[config.mk]
export PLATFORM = sky130hd
export DESIGN_NAME = rda_fp_adder_flat
export DESIGN_NICKNAME = d
export VERILOG_FILES = /design/src/rtl/rda_fp_adder_pkg.sv /design/src/rtl/rda_fp_adder_if.sv /design/src/rtl/rda_fp_adder_rda.sv /design/src/rtl/rda_fp_adder.sv /design/src/flat_wrapper.sv
export SDC_FILE = /design/constraint.sdc
export NUM_CORES = 1
export LEC_CHECK = 0
export CAP_MARGIN = 20
export CORE_ASPECT_RATIO = 1.1
export CORE_MARGIN = 10
export CORE_UTILIZATION = 45
export CTS_BUF_LIST = sky130_fd_sc_hd__clkbuf_8
export DETAILED_ROUTE_END_ITERATION = 10
export GPL_TIMING_DRIVEN = 0
export PLACE_DENSITY = 0.73
export REMOVE_ABC_BUFFERS = 1
export SLEW_MARGIN = 40
export SYNTH_ARGS = -nofsm -noshare
export SYNTH_HDL_FRONTEND = slang
export SYNTH_SLANG_ARGS = --single-unit
[constraint.sdc]
create_clock -name clk -period 61.8 [get_ports clk]
set_input_delay 9.27 -clock clk [delete_from_list [all_inputs] [get_ports clk]]
set_output_delay 9.27 -clock clk [all_outputs]
set_load 0.05 [all_outputs]
[src/rtl/rda_fp_adder_pkg.sv]
// Shared field widths, IEEE-754 single-precision constants and helpers
// for the two-stage floating-point adder.
package rda_fp_adder_pkg;

  localparam int EXP_W    = 8;
  localparam int MAN_W    = 23;
  localparam int SIG_W    = MAN_W + 1;
  localparam int ADD_W    = SIG_W + 1;
  localparam int EXP_BIAS = 127;
  localparam int EXP_MAX  = 255;

  localparam logic [31:0] QNAN    = 32'h7FC0_0000;
  localparam logic [31:0] POS_INF = 32'h7F80_0000;

  typedef struct packed {
    logic             sign;
    logic [EXP_W-1:0] exp;
    logic [MAN_W-1:0] man;
  } fp_t;

  // Leading-zero count of a significand; returns SIG_W for an all-zero input.
  function automatic logic [4:0] lzc_sig(input logic [SIG_W-1:0] v);
    logic [4:0] n;
    logic       found;
    n     = 5'd0;
    found = 1'b0;
    for (int i = SIG_W - 1; i >= 0; i--) begin
      if (found) begin
        n = n;
      end else if (v[i]) begin
        found = 1'b1;
      end else begin
        n = n + 5'd1;
      end
    end
    return n;
  endfunction

endpackage

[src/rtl/rda_fp_adder_if.sv]
// Operand/result bundle of the floating-point adder; master drives operands,
// slave (the adder) returns the sum.
interface rda_fp_adder_if;

  logic        in_valid;
  logic [31:0] a;
  logic [31:0] b;
  logic        out_valid;
  logic [31:0] sum;

  modport master (output in_valid, a, b, input out_valid, sum);
  modport slave  (input in_valid, a, b, output out_valid, sum);

endinterface

[src/rtl/rda_fp_adder_rda.sv]
// 25-bit ripple-carry adder with carry-in and carry-out used for the
// significand add/subtract.
module rda_fp_adder_rda
  import rda_fp_adder_pkg::*;
(
  input  logic [ADD_W-1:0] a,
  input  logic [ADD_W-1:0] b,
  input  logic             cin,
  output logic [ADD_W-1:0] s,
  output logic             cout
);

  logic [ADD_W:0] carry_s;

  assign carry_s[0] = cin;

  for (genvar i = 0; i < ADD_W; i++) begin : g_fa
    assign s[i]           = a[i] ^ b[i] ^ carry_s[i];
    assign carry_s[i + 1] = (a[i] & b[i]) | (carry_s[i] & (a[i] ^ b[i]));
  end

  assign cout = carry_s[ADD_W];

endmodule

[src/rtl/rda_fp_adder.sv]
// Two-stage IEEE-754 single-precision adder: swap/align/special detection,
// then add/normalize/pack. Denormals flush to zero; alignment truncates.
module rda_fp_adder
  import rda_fp_adder_pkg::*;
(
  input  logic           clk,
  input  logic           rst,
  rda_fp_adder_if.slave  bus
);

  fp_t              l_s, s_s;
  logic [SIG_W-1:0] sig_l_s, sig_s_s, align_s;
  logic [EXP_W-1:0] d_s;
  logic             nan_a_s, nan_b_s, inf_a_s, inf_b_s, special_s, neg_zero_s;
  logic [31:0]      special_val_s;

  // Stage 1: order by magnitude, build significands, align and spot specials.
  always_comb begin
    if (bus.b[30:0] > bus.a[30:0]) begin
      l_s = bus.b;
      s_s = bus.a;
    end else begin
      l_s = bus.a;
      s_s = bus.b;
    end
    sig_l_s = (l_s.exp != 8'd0) ? {1'b1, l_s.man} : 24'd0;
    sig_s_s = (s_s.exp != 8'd0) ? {1'b1, s_s.man} : 24'd0;
    d_s     = l_s.exp - s_s.exp;
    if (d_s >= 8'd25) begin
      align_s = 24'd0;
    end else begin
      align_s = sig_s_s >> d_s;
    end
    nan_a_s = (&bus.a[30:23]) && (bus.a[22:0] != 23'd0);
    nan_b_s = (&bus.b[30:23]) && (bus.b[22:0] != 23'd0);
    inf_a_s = (&bus.a[30:23]) && (bus.a[22:0] == 23'd0);
    inf_b_s = (&bus.b[30:23]) && (bus.b[22:0] == 23'd0);
    // The larger-magnitude operand carries the infinity whenever one exists.
    if (nan_a_s || nan_b_s || (inf_a_s && inf_b_s && (bus.a[31] != bus.b[31]))) begin
      special_s     = 1'b1;
      special_val_s = QNAN;
    end else if (inf_a_s || inf_b_s) begin
      special_s     = 1'b1;
      special_val_s = l_s;
    end else begin
      special_s     = 1'b0;
      special_val_s = 32'd0;
    end
    neg_zero_s = (bus.a[30:23] == 8'd0) && (bus.b[30:23] == 8'd0) && bus.a[31] && bus.b[31];
  end

  logic             valid1_r;
  logic             sign_l_r, sub_r, special_r, neg_zero_r;
  logic [EXP_W-1:0] exp_l_r;
  logic [SIG_W-1:0] sig_l_r, align_r;
  logic [31:0]      special_val_r;

  // Stage-1 valid bit, cleared by reset.
  always_ff @(posedge clk) begin
    if (rst) begin
      valid1_r <= 1'b0;
    end else begin
      valid1_r <= bus.in_valid;
    end
  end

  // Stage-1 data registers carry no reset; valid gates their use.
  always_ff @(posedge clk) begin
    sign_l_r      <= l_s.sign;
    sub_r         <= l_s.sign ^ s_s.sign;
    exp_l_r       <= l_s.exp;
    sig_l_r       <= sig_l_s;
    align_r       <= align_s;
    special_r     <= special_s;
    special_val_r <= special_val_s;
    neg_zero_r    <= neg_zero_s;
  end

  logic [ADD_W-1:0] add_b_s, raw_s;
  logic             cout_s;

  // Subtraction is L + ~S + 1; L >= S so the result is never negative.
  assign add_b_s = sub_r ? ~{1'b0, align_r} : {1'b0, align_r};

  rda_fp_adder_rda u_rda (
    .a    ({1'b0, sig_l_r}),
    .b    (add_b_s),
    .cin  (sub_r),
    .s    (raw_s),
    .cout (cout_s)
  );

  logic [4:0]       k_s;
  logic [SIG_W-1:0] shifted_s;
  logic [MAN_W-1:0] man_n_s;
  logic [9:0]       exp_n_s;
  logic [31:0]      result_s;

  // Stage 2: normalize the raw sum and pack, with overflow/underflow handling.
  always_comb begin
    k_s       = lzc_sig(raw_s[23:0]);
    shifted_s = raw_s[23:0] << k_s;
    if (raw_s[24]) begin
      man_n_s = raw_s[23:1];
      exp_n_s = {2'b00, exp_l_r} + 10'd1;
    end else if (raw_s[23]) begin
      man_n_s = raw_s[22:0];
      exp_n_s = {2'b00, exp_l_r};
    end else begin
      man_n_s = shifted_s[22:0];
      exp_n_s = {2'b00, exp_l_r} - {5'd0, k_s};
    end
    if (special_r) begin
      result_s = special_val_r;
    end else if (raw_s == 25'd0) begin
      result_s = neg_zero_r ? 32'h8000_0000 : 32'h0000_0000;
    end else if (!exp_n_s[9] && (exp_n_s >= 10'(EXP_MAX))) begin
      result_s = {sign_l_r, POS_INF[30:0]};
    end else if (exp_n_s[9] || (exp_n_s == 10'd0)) begin
      result_s = {sign_l_r, 31'd0};
    end else begin
      result_s = {sign_l_r, exp_n_s[7:0], man_n_s};
    end
  end

  logic        out_valid_r;
  logic [31:0] sum_r;

  // Output registers; sum only advances when stage 1 holds a live operation.
  always_ff @(posedge clk) begin
    if (rst) begin
      out_valid_r <= 1'b0;
      sum_r       <= 32'd0;
    end else begin
      out_valid_r <= valid1_r;
      sum_r       <= valid1_r ? result_s : sum_r;
    end
  end

  assign bus.out_valid = out_valid_r;
  assign bus.sum       = sum_r;

endmodule

[src/flat_wrapper.sv]
// flat-port wrapper written by rule: the top's interface ports become plain ports
module rda_fp_adder_flat import rda_fp_adder_pkg::*;
  (clk, rst, bus_in_valid, bus_a, bus_b, bus_out_valid, bus_sum);
  rda_fp_adder_if bus_i ();
  input  logic clk;
  input  logic rst;
  input wire logic [$bits(bus_i.in_valid)-1:0] bus_in_valid;
  input wire logic [$bits(bus_i.a)-1:0] bus_a;
  input wire logic [$bits(bus_i.b)-1:0] bus_b;
  output wire logic [$bits(bus_i.out_valid)-1:0] bus_out_valid;
  output wire logic [$bits(bus_i.sum)-1:0] bus_sum;
  assign bus_i.in_valid = bus_in_valid;
  assign bus_i.a = bus_a;
  assign bus_i.b = bus_b;
  assign bus_out_valid = bus_i.out_valid;
  assign bus_sum = bus_i.sum;
  rda_fp_adder u_core (.clk(clk), .rst(rst), .bus(bus_i));
endmodule
==> results.yml <==
status:
  outcome: "finished clean"
timing:
  setup_viol: 0
  layout_setup_ws_ps: 35930
  worstMarginPinSlew_ps: 848
  slew_viol_final: 0
  grt_setup_unrepaired: "false"
  fmax_mhz: 38.7
  slew_headroom: 0.435
  fin_crit_ps: 25870
  clock_skew_ps: 14.5
  final_hold_viol_count: 0
  fin_crit_sh: 0.419
  finalSetupTns_ps: 0
synthesis:
  synth_top_area_frac: 0.205
  synth-seq-cells: 126
  synth_area_leader_cell: "dfxtp_1"
  ys_seq_area_frac: 0.205
  synth_area_leaders: "dfxtp_1, mux2i_1, nor2_1"
  syn_inst: 1600
  syn_area_mm2: 0.0123
  async_reset_ff_frac: 0
  avgSynthCellArea_um2: 7.69
  ys_types: 94
  synth_warnings: 0
  synth_edf_count: 0
  synth_top_flop_cell: "dfxtp_1"
layout:
  areaGrowthSynthToFinish_pct: 14.3
  insertedDiodeCount: 0
  drive_gt1_frac: 0.0832
  fin_area_mm2: 0.0141
  layout.nets: 1783
floorplan:
  design.die.area_mm2: 0.0344
  fp.dieH_um: 193
  io_pins: 100
  row_count: 63
  die_w_um: 178
  core-area_mm2: 0.0270
  initial_core_util: 0.456
clocking:
  htree_levels: 4
  cts.sinks: 126
  cts-buffers-inserted: 17
  cts_tree: "done"
  clkLatencyLatePin_ps: 440
  cts_resized: 0
  root_buffer: "clkbuf_8"
  ctsHoldBuffers: 0
  post-cts-setup-buffer-count: 0
  cts-root-to-sink-buffers: 2
  path_clk_slew_ps: 80
worst_setup_path:
  crit_arrival_ps: 26210
  r2r-end: "u_core.bus.sum[20]"
  criticalPathCategory: "reg -> reg"
  slowest_stage: "dfxtp_2"
  timing.rr.start: "u_core.sub_r"
  crit_start: "u_core.sub_r"
  crit_path_max_incr_delay_ps: 860
  endpoint: "u_core.bus.sum[20]"
  cp_max_fo: 30
  cpMostUsedCell: "fa_1"
  cp-start-kind: "register"
  reg2reg_depth: 93
  end_kind: "register"
  worstPathRequired_ps: 62140
  rrSetupSlack_ps: 35930
drt:
  drt_iter0_markers: 1208
  drc: 0
  via_per_inst: 6.02
  routed_wl_um: 37400
  postRouteAntennaNets: 0
  dr.pass1.iters: 8
  wl_per_cell_um: 18.6
  vias: 12066
grt:
  grt_pass1_vias: 11671
  antenna_found_initial: 0
  grt_use_total: 0.211
  grt_max_degree: 44
  overflow: 0
  grt_first_pass_wirelength_um: 60100
pwr:
  p_switching_uw: 289
  swShare: 0.514
  power_leakage_nw: 5.66
  powerDensity_mw_per_mm2: 40.0
  p_seq_frac: 0.170
  power_uw: 562
  p_int_uw: 273
  comb_power_share: 0.705
  vdd_drop_max_mv: 0.0193
  p_clk_frac: 0.125
hold_path:
  hp-class: "reg -> reg"
  hp-start: "u_core.bus.sum[14]"
place:
  dpl_worst_slack_ps: 35850
  place_area_mm2: 0.0136
  gp_congestion: 0.995
  port_buffers: 99
  dp_hpwl_um: 29400
job:
  cap_violations: 0
[state kept, by name (all words and copies together), names as in the netlist, 8 cells and up]
name,flops
u_core.align_r,24
u_core.bus.sum,32
u_core.exp_l_r,8
u_core.sig_l_r,24
u_core.special_val_r,32
[critical path, delay by kind of cell (launching register included)]
family | cells | cell delay, ps
AO/OA/AOI/OAI | 29 | 6030
AND/OR/NAND/NOR | 17 | 2950
adder cells (fa/ha/maj) | 36 | 13270
multiplexers | 3 | 400
buffers and inverters | 3 | 550
XOR/XNOR | 5 | 1670
flip-flops | 1 | 860
[metal layers]
metal,global-route usage,vias to the layer above,routed length (um)
li1,-,5844,-
met1,0.258,5664,15600
met2,0.359,464,18200
met3,0.0253,94,1960
met4,0.0979,0,1590
met5,0,-,0
[worst min-delay path by stage]
stage,end,slack [ps],cells after the start
final,u_core.bus.sum[14],480,2
after global routing,u_core.bus.sum[14],520,2
after CTS,u_core.bus.sum[1],480,2
after detailed placement,u_core.bus.sum[1],470,2
after global placement,u_core.bus.sum[15],470,2
after floorplan,u_core.bus.sum[22],500,2
[synth_stat cells, types with 9 or more instances]
| cell type | count |
|---|---|
| xor2_1 | 36 |
| a31oi_1 | 24 |
| nand4_1 | 26 |
| mux2i_1 | 88 |
| nor2_1 | 216 |
| and3_1 | 14 |
| ha_1 | 58 |
| o211ai_1 | 20 |
| xnor2_1 | 29 |
| a211oi_1 | 26 |
| nor4_1 | 21 |
| a21oi_1 | 113 |
| clkbuf_1 | 83 |
| inv_1 | 90 |
| nor3_1 | 40 |
| o21a_1 | 12 |
| nand3b_1 | 9 |
| nand2_1 | 139 |
| mux2_2 | 15 |
| a21o_1 | 15 |
| nor2b_1 | 25 |
| nand3_1 | 47 |
| nand2b_1 | 18 |
| o21ai_0 | 66 |
| dfxtp_1 | 126 |
| fa_1 | 24 |
| a22oi_1 | 21 |
| mux4_2 | 22 |
[cells in the final DEF, fill, tap and decap left out, types with 5 or more instances in the layout]
cell type / netlist / final
xnor2_2: 2 / 6
clkdlybuf4s50_1: 0 / 98
or2_2: 6 / 6
mux4_2: 22 / 22
nand2_1: 139 / 136
and2_1: 7 / 7
a221oi_1: 8 / 8
mux2i_1: 88 / 88
o211ai_1: 20 / 20
o21ai_1: 7 / 6
ha_1: 58 / 56
and3_1: 14 / 14
o22ai_1: 8 / 8
a21o_1: 15 / 15
nand2b_1: 18 / 18
xor2_1: 36 / 33
nand4_1: 26 / 26
nor2_1: 216 / 215
xnor2_1: 29 / 25
a221o_1: 5 / 5
a211oi_1: 26 / 26
nor2b_1: 25 / 25
nor3_1: 40 / 39
a31oi_1: 24 / 24
fa_1: 24 / 23
a22oi_1: 21 / 20
nor4_1: 21 / 20
buf_4: 0 / 5
inv_1: 90 / 91
mux2_2: 15 / 15
nand3_1: 47 / 47
o21a_1: 12 / 12
nand3b_1: 9 / 9
o21ai_0: 66 / 66
or4_1: 7 / 7
a2111oi_0: 5 / 5
clkbuf_8: 0 / 18
a21oi_1: 113 / 113
dfxtp_1: 126 / 123
[power groups by stage]
stage	Sequential [mW]	Combinational, mW	Clock, mW
after detailed placement	0.0973	0.384	0
after global routing	0.0965	0.433	0.0738
after CTS	0.0954	0.386	0.0711
final	0.0956	0.396	0.0700
after global placement	0.0970	0.376	0
after floorplan	0.107	0.271	0
[kinds of logic after synthesis]
| kind of cell | after synthesis | share of synthesized area |
|---|---|---|
| simple gates | 605 | 0.235 |
| buf+inv | 190 | 0.0588 |
| flops | 126 | 0.205 |
| xor+xnor | 76 | 0.0656 |
| fa+ha+maj | 86 | 0.101 |
| mux | 127 | 0.128 |
| compound gates | 390 | 0.206 |
[cell type report]
| type | instances | area [um2] |
|---|---|---|
| Tap cell | 357 | 447 |
| Timing Repair Buffer | 112 | 1120 |
| Clock buffer | 18 | 248 |
| Sequential cell | 126 | 2530 |
| Fill cell | 2590 | 12900 |
| Clock inverter | 14 | 144 |
| Inverter | 93 | 349 |
| Multi-Input combinational cell | 1284 | 9220 |
[stage by stage]
| step | utilization | instances | hold WS (ps) |
|---|---|---|---|
| final | 0.521 | 2004 | 479 |
| after global routing | 0.521 | 2004 | 516 |
| after CTS | 0.519 | 2002 | 484 |
| after detailed placement | 0.505 | 1970 | 474 |
| after global placement | 0.496 | 1959 | 473 |
| after floorplan | - | 1503 | 504 |
Power figures use the tool's default switching activity.
